### config.mk
export PLATFORM = sky130hd
export DESIGN_NAME = wb_write_queue
export DESIGN_NICKNAME = d
export VERILOG_FILES = /design/src/rtl/wb_write_queue.sv
export SDC_FILE = /design/constraint.sdc
export NUM_CORES = 1
export LEC_CHECK = 0
export CAP_MARGIN = 20
export CORE_ASPECT_RATIO = 1.1
export CORE_UTILIZATION = 40
export CTS_CLUSTER_DIAMETER = 80
export DETAILED_ROUTE_END_ITERATION = 16
export PLACE_DENSITY_LB_ADDON = 0.25
export SYNTH_ARGS = -nofsm -noshare
export SYNTH_HDL_FRONTEND = slang
export SYNTH_SLANG_ARGS = --single-unit
### constraint.sdc
create_clock -name clk -period 2.8 [get_ports clk]
set_input_delay 0.56 -clock clk [delete_from_list [all_inputs] [get_ports clk]]
set_output_delay 0.56 -clock clk [all_outputs]
set_load 0.02 [all_outputs]
### src/rtl/wb_write_queue.sv
// Writeback queue: funnels mem and ALU results into the single register-file
// write port and forwards queued values to the decode stage.
//
// Ports:
//   clk, rst                  clock, synchronous active-high reset
//   mem_valid/mem_reg/mem_data load result in
//   alu_valid/alu_reg/alu_data ALU result in
//   in_ready                  both producers may present this cycle
//   WriteReg/DstReg/DstData   register-file write port (head entry)
//   SrcReg1/SrcReg2           decode-stage read register IDs
//   Hit1/Hit2, FwdData1/2     youngest queued value for each read ID
module wb_write_queue #(
    parameter int DEPTH = 4
) (
    input  logic        clk,
    input  logic        rst,
    input  logic        mem_valid,
    input  logic [3:0]  mem_reg,
    input  logic [15:0] mem_data,
    input  logic        alu_valid,
    input  logic [3:0]  alu_reg,
    input  logic [15:0] alu_data,
    output logic        in_ready,
    output logic        WriteReg,
    output logic [3:0]  DstReg,
    output logic [15:0] DstData,
    input  logic [3:0]  SrcReg1,
    input  logic [3:0]  SrcReg2,
    output logic        Hit1,
    output logic        Hit2,
    output logic [15:0] FwdData1,
    output logic [15:0] FwdData2
);

    localparam int PW = $clog2(DEPTH);
    localparam int CW = PW + 1;

    typedef struct packed {
        logic [3:0]  r;
        logic [15:0] d;
    } ent_t;

    ent_t          ent [DEPTH];
    logic [PW-1:0] rptr;
    logic [PW-1:0] wptr;
    logic [CW-1:0] count;

    logic          pop;
    logic          mem_en;
    logic          alu_en;
    logic [CW-1:0] n_enq;
    logic [PW-1:0] alu_pos;

    // Room for two means both producers can always be taken together.
    assign in_ready = (count <= CW'(DEPTH - 2));
    assign pop      = (count != '0);

    // Writes to r0 are accepted but dropped.
    assign mem_en  = in_ready && mem_valid && (mem_reg != 4'h0);
    assign alu_en  = in_ready && alu_valid && (alu_reg != 4'h0);
    assign n_enq   = CW'(mem_en) + CW'(alu_en);
    // mem is the older of a same-cycle pair, so alu lands behind it.
    assign alu_pos = mem_en ? wptr + PW'(1) : wptr;

    always_ff @(posedge clk) begin
        if (rst) begin
            rptr  <= '0;
            wptr  <= '0;
            count <= '0;
        end else begin
            wptr  <= wptr + PW'(n_enq);
            rptr  <= rptr + PW'(pop);
            count <= count + n_enq - CW'(pop);
        end
    end

    // Storage is never cleared; count gates every view of it.
    always_ff @(posedge clk) begin
        if (!rst) begin
            if (mem_en) begin
                ent[wptr] <= '{r: mem_reg, d: mem_data};
            end
            if (alu_en) begin
                ent[alu_pos] <= '{r: alu_reg, d: alu_data};
            end
        end
    end

    assign WriteReg = pop;
    assign DstReg   = pop ? ent[rptr].r : 4'h0;
    assign DstData  = pop ? ent[rptr].d : 16'h0;

    // Walk oldest to youngest so the last match is the youngest one.
    always_comb begin
        logic [PW-1:0] idx;
        Hit1     = 1'b0;
        Hit2     = 1'b0;
        FwdData1 = 16'h0;
        FwdData2 = 16'h0;
        idx      = '0;
        for (int i = 0; i < DEPTH; i++) begin
            idx = rptr + PW'(i);
            if (CW'(i) < count) begin
                if (SrcReg1 != 4'h0 && ent[idx].r == SrcReg1) begin
                    Hit1     = 1'b1;
                    FwdData1 = ent[idx].d;
                end
                if (SrcReg2 != 4'h0 && ent[idx].r == SrcReg2) begin
                    Hit2     = 1'b1;
                    FwdData2 = ent[idx].d;
                end
            end
        end
    end

endmodule

## After elaboration in Yosys (flattened, before gate mapping)

Memory sizes are Yosys's and may differ from the RTL's. A register that Yosys moved wholly into a read port is not among the register bits.
Cells that the tools add are included.

| storage, ports and cells | value |
|---|---|
| register bits | 7 |
| memory bits (writable) | 80 |
| bits of input ports | 52 |
| word-level logic and storage cells | 85 |
| memories | 1 |

| operators by class | value |
|---|---|
| add/sub/neg operators | 9 |
| $lt $le $gt $ge | 5 |
| equal/unequal tests | 8 |
| mux-type cells | 42 |
| reductions and logical operators | 17 |

Memories:

| memory | words | bits a word | rd ports | clocked after memory_dff | write ports | RTL line | source |
|---|---|---|---|---|---|---|---|
| ent | 4 | 20 | 4 | 1 | 2 | 43 | `ent_t ent [DEPTH];` |

Operators by type and width:

| operator | count |
|---|---|
| $mux W16 | 17 |
| $eq A4 B4 Y1 | 8 |
| $mux W1 | 22 |
| $reduce_bool A4 Y1 | 4 |
| $logic_and A1 B1 Y1 | 12 |
| $lt A1 B3 Y1 const A | 2 |
| $lt A2 B3 Y1 const A | 2 |
| $add A2 B1 Y2 const B | 2 |
| $add A2 B2 Y2 const B | 2 |
| $mux W2 | 2 |
| $mux W4 | 1 |
| $add A3 B2 Y3 | 1 |
| $le A3 B2 Y1 const B | 1 |
| $reduce_bool A3 Y1 | 1 |
| $sub A3 B1 Y3 | 1 |
| $add A1 B1 Y2 | 1 |
| $add A2 B1 Y2 | 1 |
| $add A2 B2 Y2 | 1 |

## Depth between registers and ports, before layout

Gate-level depths: netlist (run 1).

| depth | value |
|---|---|
| depth in word-level cells | 10 |
| gate-level depth with buffers | 13 |
| depth with buffers taken out | 13 |

## Least setup slack after synthesis (run 1)

No wires, ideal clock.

| path | value |
|---|---|
| path kind | register to output |
| from | reg rptr[1] |
| to | out FwdData1[5] |
| arrival | 2622 ps |
| required time | 2240 ps |
| slack | -382 ps |
| stages on the path, launching flop included | 10 |
| path buffers | 4 |
| path through | dfxtp_1 > buf_2 > buf_4 > buf_6 > buf_6 > mux2i_1 > and2_1 > a211oi_1 > nand2_1 > a22oi_1 |

| between the ends | value |
|---|---|
| longest elaborated chain between the ends | 10 |
| elaborated cells on any way between the ends | 16 |
| classes of those cells | add/sub (3); eq/ne (3); mux (6); reduce/logical (3); memory (1) |

RTL lines:

| element | RTL line | source |
|---|---|---|
| from (decl) | 44 | `logic [PW-1:0] rptr;` |
| from (signal assigned) | 72 | `rptr <= rptr + PW'(pop);` |
| $add A2 B1 Y2 | 102 | `idx = rptr + PW'(i);` |
| $mem_v2 Z4 W20 * | -- |  |
| $eq A4 B4 Y1 | 104 | `if (SrcReg1 != 4'h0 && ent[idx].r == SrcReg1) begin` |
| $logic_and A1 B1 Y1 | 104 |  |
| $mux W16 | 104 |  |
| $mux W16 | 103 | `if (CW'(i) < count) begin` |
| $mux W16 | 104 |  |
| $mux W16 | 103 |  |
| $mux W16 | 104 |  |
| $mux W16 * | 103 |  |
| to (decl) | 31 | `output logic [15:0] FwdData1,` |

Mark *: on every way between the ends. The rest lies on a longest branch, timed or not.

## Final worst setup path (run 1)

| path | value |
|---|---|
| from | reg rptr[0] |
| to | out FwdData2[3] |

| between the ends | value |
|---|---|
| longest elaborated chain between the ends | 10 |
| elaborated cells on any way between the ends | 16 |
| classes of those cells | add/sub (3); eq/ne (3); mux (6); reduce/logical (3); memory (1) |

RTL lines:

| element | RTL line | source |
|---|---|---|
| $add A2 B1 Y2 | 102 |  |
| $mem_v2 Z4 W20 * | -- |  |
| $eq A4 B4 Y1 | 108 | `if (SrcReg2 != 4'h0 && ent[idx].r == SrcReg2) begin` |
| $logic_and A1 B1 Y1 | 108 |  |
| $mux W16 | 108 |  |
| $mux W16 | 103 |  |
| $mux W16 | 108 |  |
| $mux W16 | 103 |  |
| $mux W16 | 108 |  |
| $mux W16 * | 103 |  |
| to (decl) | 32 | `output logic [15:0] FwdData2` |

Marks and branches as above.

==> metrics.csv, run 1 <==
stage;metric;value;unit
synth;yosysUniqueCellTypes;59;
sta;report.final.slew_viol_count;0;
grt;grt_use_total;25.6;%
detailed_routing;vias;7138;
sta;max_slew_margin;59.1;%
finish;antenna_cells;0;
clock_network;clk_latency;0.34;ns
detailed_routing;drc_errors;0;
floorplanning;start_util;41.2;%
power;p_leak;4.51;nW
detailed_routing;ant_nets;0;
setup_path;cpMostUsedCell;buf_6;
place;io_buffers;107;
clock_network;cts_made_buffers;9;
sta;post-route-min-period;3.43;ns
synth;synth_area_per_cell;10.6;µm²
setup_path;slowest_delay;0.54;ns
synth;synth_nets;786;
sta;fin_worst_skew;0.00542;ns
synth;yosysWarnings;0;
grt;overflow;0;
synth;synth-simple-area-share;8.96;%
clock_network;cts_hold_buffers;0;
clock_network;clockBufferDepth;2;
finish;fill_cells;1450;
floorplanning;dieArea;0.0196;mm²
finish;area_growth;54.9;%
sta;setup_viol;34;
sta;worst_slew_pin_slew;0.610;ns
place;dpl_cell_area;0.0103;mm²
grt;grt_max_degree;35;
run;drv_cap;0;
setup_path;cp_cell_sequence;buf_6 -> buf_6 -> mux4_2 -> buf_6 -> and3_4 -> o2111a_2 -> buf_6 -> buf_12 -> a221oi_2 -> o22ai_2 -> buf_6;
setup_path;worstRegToRegCells;13;
finish;multi_input_area;0.00548;mm²
power;ir_drop;0.000450;V
synth;synthMuxAreaShare;28.6;%
setup_path;crit_path_start_kind;flop;
grt;antenna_found_initial;0;
sta;finalHoldViolations;0;
power;total_power;11.7;mW
floorplanning;fp.dieH;147;µm
place;dpl.hpwl;17500;µm
finish;fin_nets;1038;
detailed_routing;routed_wl;25900;µm
clock_network;clk_pin_slew_worst_paths;0.06;ns
outcome;status;finished, violations left;
clock_network;cts.sinks;87;
finish;fin_cells;1223;
grt;grt_pass1_wl;39300;µm
detailed_routing;drt_pass1_iterations;5;
synth;synth_edf_count;80;
synth;ys_ff_latch;87;
clock_network;cts_root_buf;clkbuf_16;
setup_path;critical_path_arrival;2.87;ns
hold_path;min_path_cells;3;
sta;fin_ws;-0.630;ns
floorplanning;die_width;134;µm
clock_network;cts_tree;yes;
floorplanning;fp-row-count;52;
sta;hold_slack;0.656;ns
synth;synth_top_family_by_area;multiplexers;
floorplanning;ios;108;
hold_path;hp-class;in2reg;
finish;seq_area;0.00255;mm²
setup_path;critPathKind;reg2out;
setup_path;cp.required;2.24;ns
grt;first_global_vias;7062;
floorplanning;core;0.0185;mm²
synth;synth_area;0.00763;mm²
sta;timing.fmax;292;MHz
detailed_routing;wl_per_cell;21.2;µm
place;dp_cells;1155;
finish;drive_above_1_share;51.1;%
synth;synthAdderAreaFrac;1.90;%
sta;tns;-19.23;ns
power;powerDensity;988;mW/mm²
finish;final_area;0.0118;mm²
setup_path;crit_path_max_fanout;7;
synth;syn_inst;723;
place;gp_congestion;0.865;
detailed_routing;drt_iter0_drc;566;
synth;async_flop_share;0;%
setup_path;crit_slowest_cell;mux4_2;
synth;synth_compound_area_share;17.8;%
outcome;violations;setup timing;
clock_network;htree_levels;3;
synth;synth_flop_cell;edfxtp_1;
setup_path;crit_path_end_kind;output port;
synth;ys_seq_area_share;33.3;%
detailed_routing;viasPerCell;5.84;
sta;layout_worst_path_cycle_share;123;%
sta;rsz0062_at_grt;yes;
synth;synth_xor_xnor_area_share;3.56;%
## cell usage in the layout, fill, tap and decap left out, types with 8 or more instances in the layout
cell,instances
a211oi_1,16
a211oi_4,15
a21oi_1,17
a221oi_2,25
a22oi_2,15
and2_1,15
buf_12,23
buf_2,8
buf_4,143
buf_6,48
clkbuf_16,13
clkbuf_2,9
clkdlybuf4s50_1,46
edfxtp_1,80
ha_1,8
inv_1,26
mux2_1,17
mux2_2,80
mux2i_1,63
mux4_2,14
nand2_1,39
nand2_2,8
nor2_1,44
nor2b_1,9
o21ai_0,14
o21ai_1,17
o22ai_2,19
xnor2_1,21
## critical path, delay by kind of cell (launching register included)
family	cells	cell delay, ns
muxes	1	0.54
DFF	1	0.39
buffers and inverters	6	0.78
AOI/OAI and AO/OA	3	0.66
and+or+nand+nor	1	0.16
## final cells by class
| cell class | instances | area share (%) |
|---|---|---|
| Clock buffer | 13 | 2.20 |
| Clock inverter | 3 | 0.360 |
| Inverter | 29 | 0.952 |
| Multi-Input combinational cell | 548 | 46.4 |
| Sequential cell | 87 | 21.6 |
| Tap cell | 243 | 2.57 |
| Timing Repair Buffer | 300 | 26.0 |
## metrics by stage
stage | utilization, % | worst slack, ns
2_1_floorplan | - | -0.0915
6_report | 63.8 | -0.630
3_3_place_gp | 55.6 | -1.03
3_5_place_dp | 55.6 | -1.15
5_1_grt | 63.8 | -0.714
4_1_cts | 61.9 | -0.625
## synthesized netlist by cell type, drive strengths merged (27+ instances only)
master | number | share of area [%]
buf | 32 | 3.1
xnor2 | 27 | 3.1
mux2 | 98 | 14
nand2 | 47 | 2.3
o21ai | 35 | 2.3
clkbuf | 27 | 1.3
a211oi | 33 | 3.3
nor2 | 51 | 2.5
inv | 28 | 1.4
a221oi | 32 | 4.5
edfxtp | 80 | 31
mux2i | 71 | 9.3
## registers in the layout, indices dropped and copies added (netlist names)
name	cells
rptr	2
ent	80
wptr	2
count	3
## final timing paths
kind | slack, ns | startpoint | end
worst max register to register | 0.29 | count[1] | count[2]
worst min register to register | 0.67 | count[2] | count[2]
worst min-delay path | 0.66 | alu_reg[2] | ent[1][18]
worst max-delay path | -0.63 | rptr[0] | FwdData2[3]
## power breakdown
| group | internal (mW) | switching [mW] | leakage, nW | total, mW |
|---|---|---|---|---|
| registers | 1.72 | 0.175 | 0.788 | 1.89 |
| clock network | 0.739 | 0.459 | 0.146 | 1.20 |
| logic | 4.22 | 4.37 | 3.58 | 8.59 |
## cells by family after synthesis
logic type	Yosys count
DFF	87
and+or+nand+nor	150
adders and majority gates	11
muxes	185
AOI/OAI and AO/OA	171
buffers and inverters	88
xor gates and xnor gates	31
## metal layers
| metal | track usage, % | wire length [µm] | up-vias |
|---|---|---|---|
| met5 | 0 | 0 | - |
| met4 | 6.93 | 520 | 0 |
| met3 | 3.59 | 1630 | 39 |
| met2 | 40.2 | 12100 | 323 |
| met1 | 36.8 | 11600 | 3506 |
| li1 | - | - | 3270 |
## timing repair
action / CTS / global route
gates resized for setup: 336 / 78
pin swaps: 48 / 42
setup buffers: 30 / 13
setup endpoints to repair: 54 / 51
gates cloned: 8 / 4
Power figures use the tool's default switching activity.
==> run 2: changes to the inputs <==
ABC_CLOCK_PERIOD_IN_PS = 2800   (was unset)
SETUP_SLACK_MARGIN = 0.1   (was unset)
==> run 2 against run 1 <==
Compared with the run above: the run still ends with setup timing left; clock skew about the same; total power rose by 5.3%; worst setup slack got worse by 0.029 ns; clock power about the same; routed wire length grew 5.0%; largest cell class unchanged; die area stayed put; register-to-register slack got worse by 0.15 ns; clock-buffer cell count fell by 1; final cell count is 1.1% higher; global-route usage grew 0.27 points.
==> metrics.csv, run 2 (synthesized netlist as in run 1, its figures left out) <==
stage;metric;value;unit
run;drv_cap;0;
sta;rsz0062_at_grt;yes;
floorplanning;start_util;41.2;%
grt;met2_usage;41.1;%
setup_path;cp.required;2.24;ns
hold_path;hp-class;in2reg;
clock_network;htree_levels;3;
setup_path;crit_path_max_fanout;8;
sta;timing.fmax;289;MHz
grt;overflow;0;
outcome;violations;setup timing;
floorplanning;fp.dieH;147;µm
sta;fin_worst_skew;0.00561;ns
sta;hold_slack;0.645;ns
floorplanning;fp-row-count;52;
floorplanning;ios;108;
sta;layout_worst_path_cycle_share;124;%
detailed_routing;routed_wl;27200;µm
clock_network;cts.sinks;87;
sta;worst_slew_pin_slew;0.671;ns
power;total_power;12.3;mW
detailed_routing;ant_nets;0;
finish;final_common_cell;buf_4;
power;powerDensity;999;mW/mm²
clock_network;cts_root_buf;clkbuf_16;
setup_path;critical_path_arrival;2.90;ns
sta;setup_viol;34;
outcome;status;finished, violations left;
detailed_routing;wl_per_cell;22.0;µm
power;ir_drop;0.000562;V
finish;fin_nets;1051;
clock_network;clk_latency;0.33;ns
setup_path;crit_slowest_cell;mux4_2;
power;p_leak;4.69;nW
setup_path;cp_cell_sequence;mux4_2 -> buf_6 -> buf_6 -> xnor2_2 -> o2bb2ai_2 -> a311oi_4 -> buf_4 -> buf_12 -> a221oi_2 -> o22ai_2 -> buf_4;
place;gp_congestion;0.860;
grt;met3_usage;3.04;%
setup_path;crit_path_start_kind;flop;
setup_path;path_delay_family;buffers and inverters;
clock_network;clockBufferDepth;2;
grt;antenna_found_initial;0;
detailed_routing;drt_pass1_iterations;7;
setup_path;critPathKind;reg2out;
setup_path;worstRegToRegCells;12;
detailed_routing;vias;7224;
finish;area_growth;61.4;%
finish;antenna_cells;0;
clock_network;cts_tree;yes;
grt;grt_use_met1;36.9;%
grt;grt_pass1_wl;39600;µm
place;dpl.hpwl;17900;µm
finish;largest_register_ffs;80;
floorplanning;core;0.0185;mm²
detailed_routing;drt_iter0_drc;573;
grt;top_usage_layer;met2;
grt;grt_use_total;25.9;%
finish;drive_above_1_share;54.6;%
sta;max_slew_margin;55.0;%
finish;top_register;ent;
setup_path;cp_num_buf_inv;5;
setup_path;slowest_delay;0.53;ns
finish;final_cell_mix;buf_4 (156), mux2_2 (80), edfxtp_1 (80);
finish;reg_top3;ent (80), count (3);
detailed_routing;viasPerCell;5.84;
setup_path;cp.depth;11;
sta;finalHoldViolations;0;
hold_path;min_path_cells;3;
sta;report.final.slew_viol_count;0;
grt;first_global_vias;7090;
place;io_buffers;107;
sta;post-route-min-period;3.46;ns
clock_network;cts_hold_buffers;0;
clock_network;clk_pin_slew_worst_paths;0.06;ns
setup_path;crit_path_end_kind;output port;
floorplanning;die_width;134;µm
detailed_routing;drc_errors;0;
grt;grt_max_degree;50;
sta;fin_ws;-0.660;ns
floorplanning;dieArea;0.0196;mm²
clock_network;cts_made_buffers;9;
-- run 2: cell count changes in the layout (fill, tap and decap cells not counted), sizes merged --
cell           delta
clkinv            +1
buf              +20
clkbuf            -3
dlygate4sd2       +1
dlymetal6s2s      -1
clkdlybuf4s50     -2
clkdlybuf4s15     -1
bufbuf            -2
-- run 2: worst paths after layout --
check                   from     endpoint  slack (ns)
setup / recovery  ent[3][18]  FwdData2[1]       -0.66
hold / removal    alu_reg[1]   ent[2][17]        0.65
setup reg to reg    count[0]     count[2]        0.14
hold reg to reg     count[2]     count[2]        0.69
-- run 2: where the power goes --
group	internal [mW]	switching [mW]
Clock	0.743	0.479
Sequential	1.72	0.168
Combinational	4.48	4.72
-- run 2: repair_timing --
item,CTS,global route
hold endpoints to repair,0,0
pin swaps,48,48
cloned,9,7
buffers inserted,32,16
endpoints found under the setup margin,81,49
resized for setup,376,111
-- run 2: metal layers --
layer / wire length (µm) / vias up / part of all wire (%)
li1: - / 3299 / -
met1: 11900 / 3576 / 44
met2: 13100 / 301 / 48
met3: 1570 / 48 / 5.8
met4: 608 / 0 / 2.2
met5: 0 / - / 0
-- run 2: layout make-up --
cell class | instances | area [µm²]
Clock buffer | 12 | 256
Clock inverter | 4 | 55.1
Fill cell | 1333 | 6220
Inverter | 29 | 121
Multi-Input combinational cell | 548 | 5750
Sequential cell | 87 | 2550
Tap cell | 243 | 304
Timing Repair Buffer | 313 | 3290
-- run 2: worst min-delay path: cells and delay by family --
| family | cells | cell delay, ns |
|---|---|---|
| buffers and inverters | 2 | 0.20 |
| muxes | 1 | 0.11 |
-- run 2: through the flow --
step,util [%],instances,area [µm²],setup slack [ns],setup TNS [ns]
global route,66.5,1236,12300,-0.721,-22.44
detailed placement,55.9,1158,10400,-1.10,-57.28
finish,66.5,1236,12300,-0.660,-20.11
global placement,55.9,1158,10400,-1.05,-47.22
floorplan,-,723,7980,-0.0915,-1.42
CTS,62.8,1215,11700,-0.634,-19.52
==> run 3: changes to the inputs <==
PLACE_DENSITY_LB_ADDON = 0.2   (was 0.25)
==> run 3 against run 2 <==
Compared with the run above: the run still ends with setup timing left; sequential share of layout area grew 0.60 points; die area unchanged; clock-buffer cell count did not move; hold slack better by 0.0036 ns; non-clock buffer count down 22; critical path type unchanged; critical endpoint is now FwdData2[10]; largest cell class unchanged.
==> metrics.csv, run 3 (synthesized netlist as in run 1, its figures left out) <==
stage;metric;value;unit
floorplanning;start_util;41.2;%
place;dp_slack;-1.05;ns
hold_path;holdCritStartpoint;alu_reg[2];
run;drv_cap;0;
floorplanning;dieArea;0.0196;mm²
setup_path;critPathKind;reg2out;
grt;grt_pass1_wl;40000;µm
finish;final_common_cell;buf_4;
setup_path;cp.required;2.24;ns
setup_path;cp_num_buf_inv;4;
floorplanning;die_width;134;µm
detailed_routing;wl_per_cell;21.5;µm
setup_path;worstReg2RegStart;count[2];
sta;finalHoldViolations;0;
floorplanning;fp-row-count;52;
setup_path;crit_path_end_kind;output port;
clock_network;clk_pin_slew_worst_paths;0.06;ns
detailed_routing;drc_errors;0;
sta;report.final.slew_viol_count;0;
sta;rsz0062_at_grt;yes;
finish;antenna_cells;0;
finish;top_register;ent;
clock_network;clk_latency;0.34;ns
hold_path;hold_path_end;ent[2][18];
grt;grt_use_total;25.9;%
setup_path;crit_path_max_fanout;8;
hold_path;hp-class;in2reg;
clock_network;htree_levels;3;
grt;grt_max_degree;34;
outcome;status;finished, violations left;
detailed_routing;routed_wl;26100;µm
grt;first_global_vias;7037;
power;total_power;12.2;mW
place;dpl_cell_area;0.0103;mm²
clock_network;cts_made_buffers;9;
place;io_buffers;107;
setup_path;path_delay_family;compound AO/OA/AOI/OAI gates;
power;powerDensity;1020;mW/mm²
sta;worst_slew_pin_slew;0.573;ns
setup_path;r2r_slack;0.28;ns
power;p_leak;4.54;nW
finish;largest_register_ffs;80;
clock_network;cts_root_buf;clkbuf_16;
finish;fin_nets;1030;
sta;post-route-min-period;3.38;ns
setup_path;critical_path_arrival;2.82;ns
sta;max_slew_margin;60.7;%
clock_network;cts_tree;yes;
grt;antenna_found_initial;0;
finish;drive_above_1_share;52.5;%
finish;final_cell_mix;buf_4 (132), mux2_2 (81), edfxtp_1 (80);
floorplanning;ios;108;
power;ir_drop;0.000649;V
setup_path;cpMostUsedCell;buf_6;
finish;fin_util;64.6;%
outcome;violations;setup timing;
detailed_routing;ant_nets;0;
place;gp_congestion;0.882;
setup_path;crit_path_start_kind;flop;
finish;area_growth;56.8;%
finish;final_area;0.0120;mm²
detailed_routing;viasPerCell;5.85;
sta;timing.fmax;296;MHz
clock_network;cts.sinks;87;
setup_path;worstReg2RegEnd;ent[3][7];
place;dpl.hpwl;17400;µm
detailed_routing;drt_pass1_iterations;5;
hold_path;min_path_cells;3;
floorplanning;fp.dieH;147;µm
sta;layout_worst_path_cycle_share;121;%
detailed_routing;vias;7112;
grt;overflow;0;
floorplanning;core;0.0185;mm²
setup_path;worstRegToRegCells;9;
sta;fin_ws;-0.584;ns
setup_path;slowest_delay;0.59;ns
sta;fin_worst_skew;0.00435;ns
sta;tns;-18.74;ns
sta;setup_viol;46;
detailed_routing;drt_iter0_drc;569;
setup_path;crit_slowest_cell;mux4_2;
setup_path;cp_cell_sequence;buf_6 -> mux4_2 -> xnor2_2 -> a2bb2oi_2 -> a311oi_4 -> buf_4 -> buf_12 -> a221oi_2 -> o22ai_2 -> buf_6;
finish;reg_top3;ent (80), count (3);
clock_network;clockBufferDepth;2;
[run 3: how the worst max path moves through the flow]
stage	from	to	slack, ns	cells after the start
after floorplan	rptr[0]	FwdData2[10]	-0.09	10
after global placement	SrcReg1[2]	FwdData1[7]	-0.97	9
after detailed placement	SrcReg1[2]	FwdData1[10]	-1.05	8
after CTS	rptr[0]	FwdData1[0]	-0.60	9
after global routing	rptr[0]	FwdData2[5]	-0.71	11
final	rptr[0]	FwdData2[10]	-0.58	10
[run 3: repair_timing]
action / in CTS / in global routing
cloned: 9 / 3
setup endpoints to repair: 76 / 52
gates resized for setup: 340 / 112
pin swaps: 36 / 28
setup buffers: 24 / 15
hold buffers: 0 / 0
[run 3: cell type report]
type	count	area (µm²)
Clock inverter	4	51.3
Sequential cell	87	2550
Fill cell	1411	6570
Inverter	29	121
Clock buffer	12	267
Multi-Input combinational cell	549	5570
Timing Repair Buffer	291	3110
Tap cell	243	304
[run 3: worst min-delay path, cell delays in order]
cell,delay [ns]
buf_2,0.09
buf_4,0.11
mux2_1,0.12
[run 3: routing by layer]
metal  track usage [%]  part of all wire, %
met4              6.31                  1.9
met2              41.5                   47
met5                 0                    0
met3              2.76                  5.2
met1              37.3                   46
[run 3: per-stage QoR]
| step | std cells | hold slack, ns |
|---|---|---|
| final | 1215 | 0.649 |
| after floorplan | 723 | 0.540 |
| after CTS | 1199 | 0.636 |
| after global placement | 1151 | 0.614 |
| after global routing | 1215 | 0.658 |
| after detailed placement | 1151 | 0.641 |
[run 3: report_power, final]
group	leakage, nW	switching [mW]	total, mW	internal [mW]
logic	3.59	4.55	9.07	4.52
registers	0.788	0.168	1.88	1.72
clock network	0.155	0.469	1.23	0.765
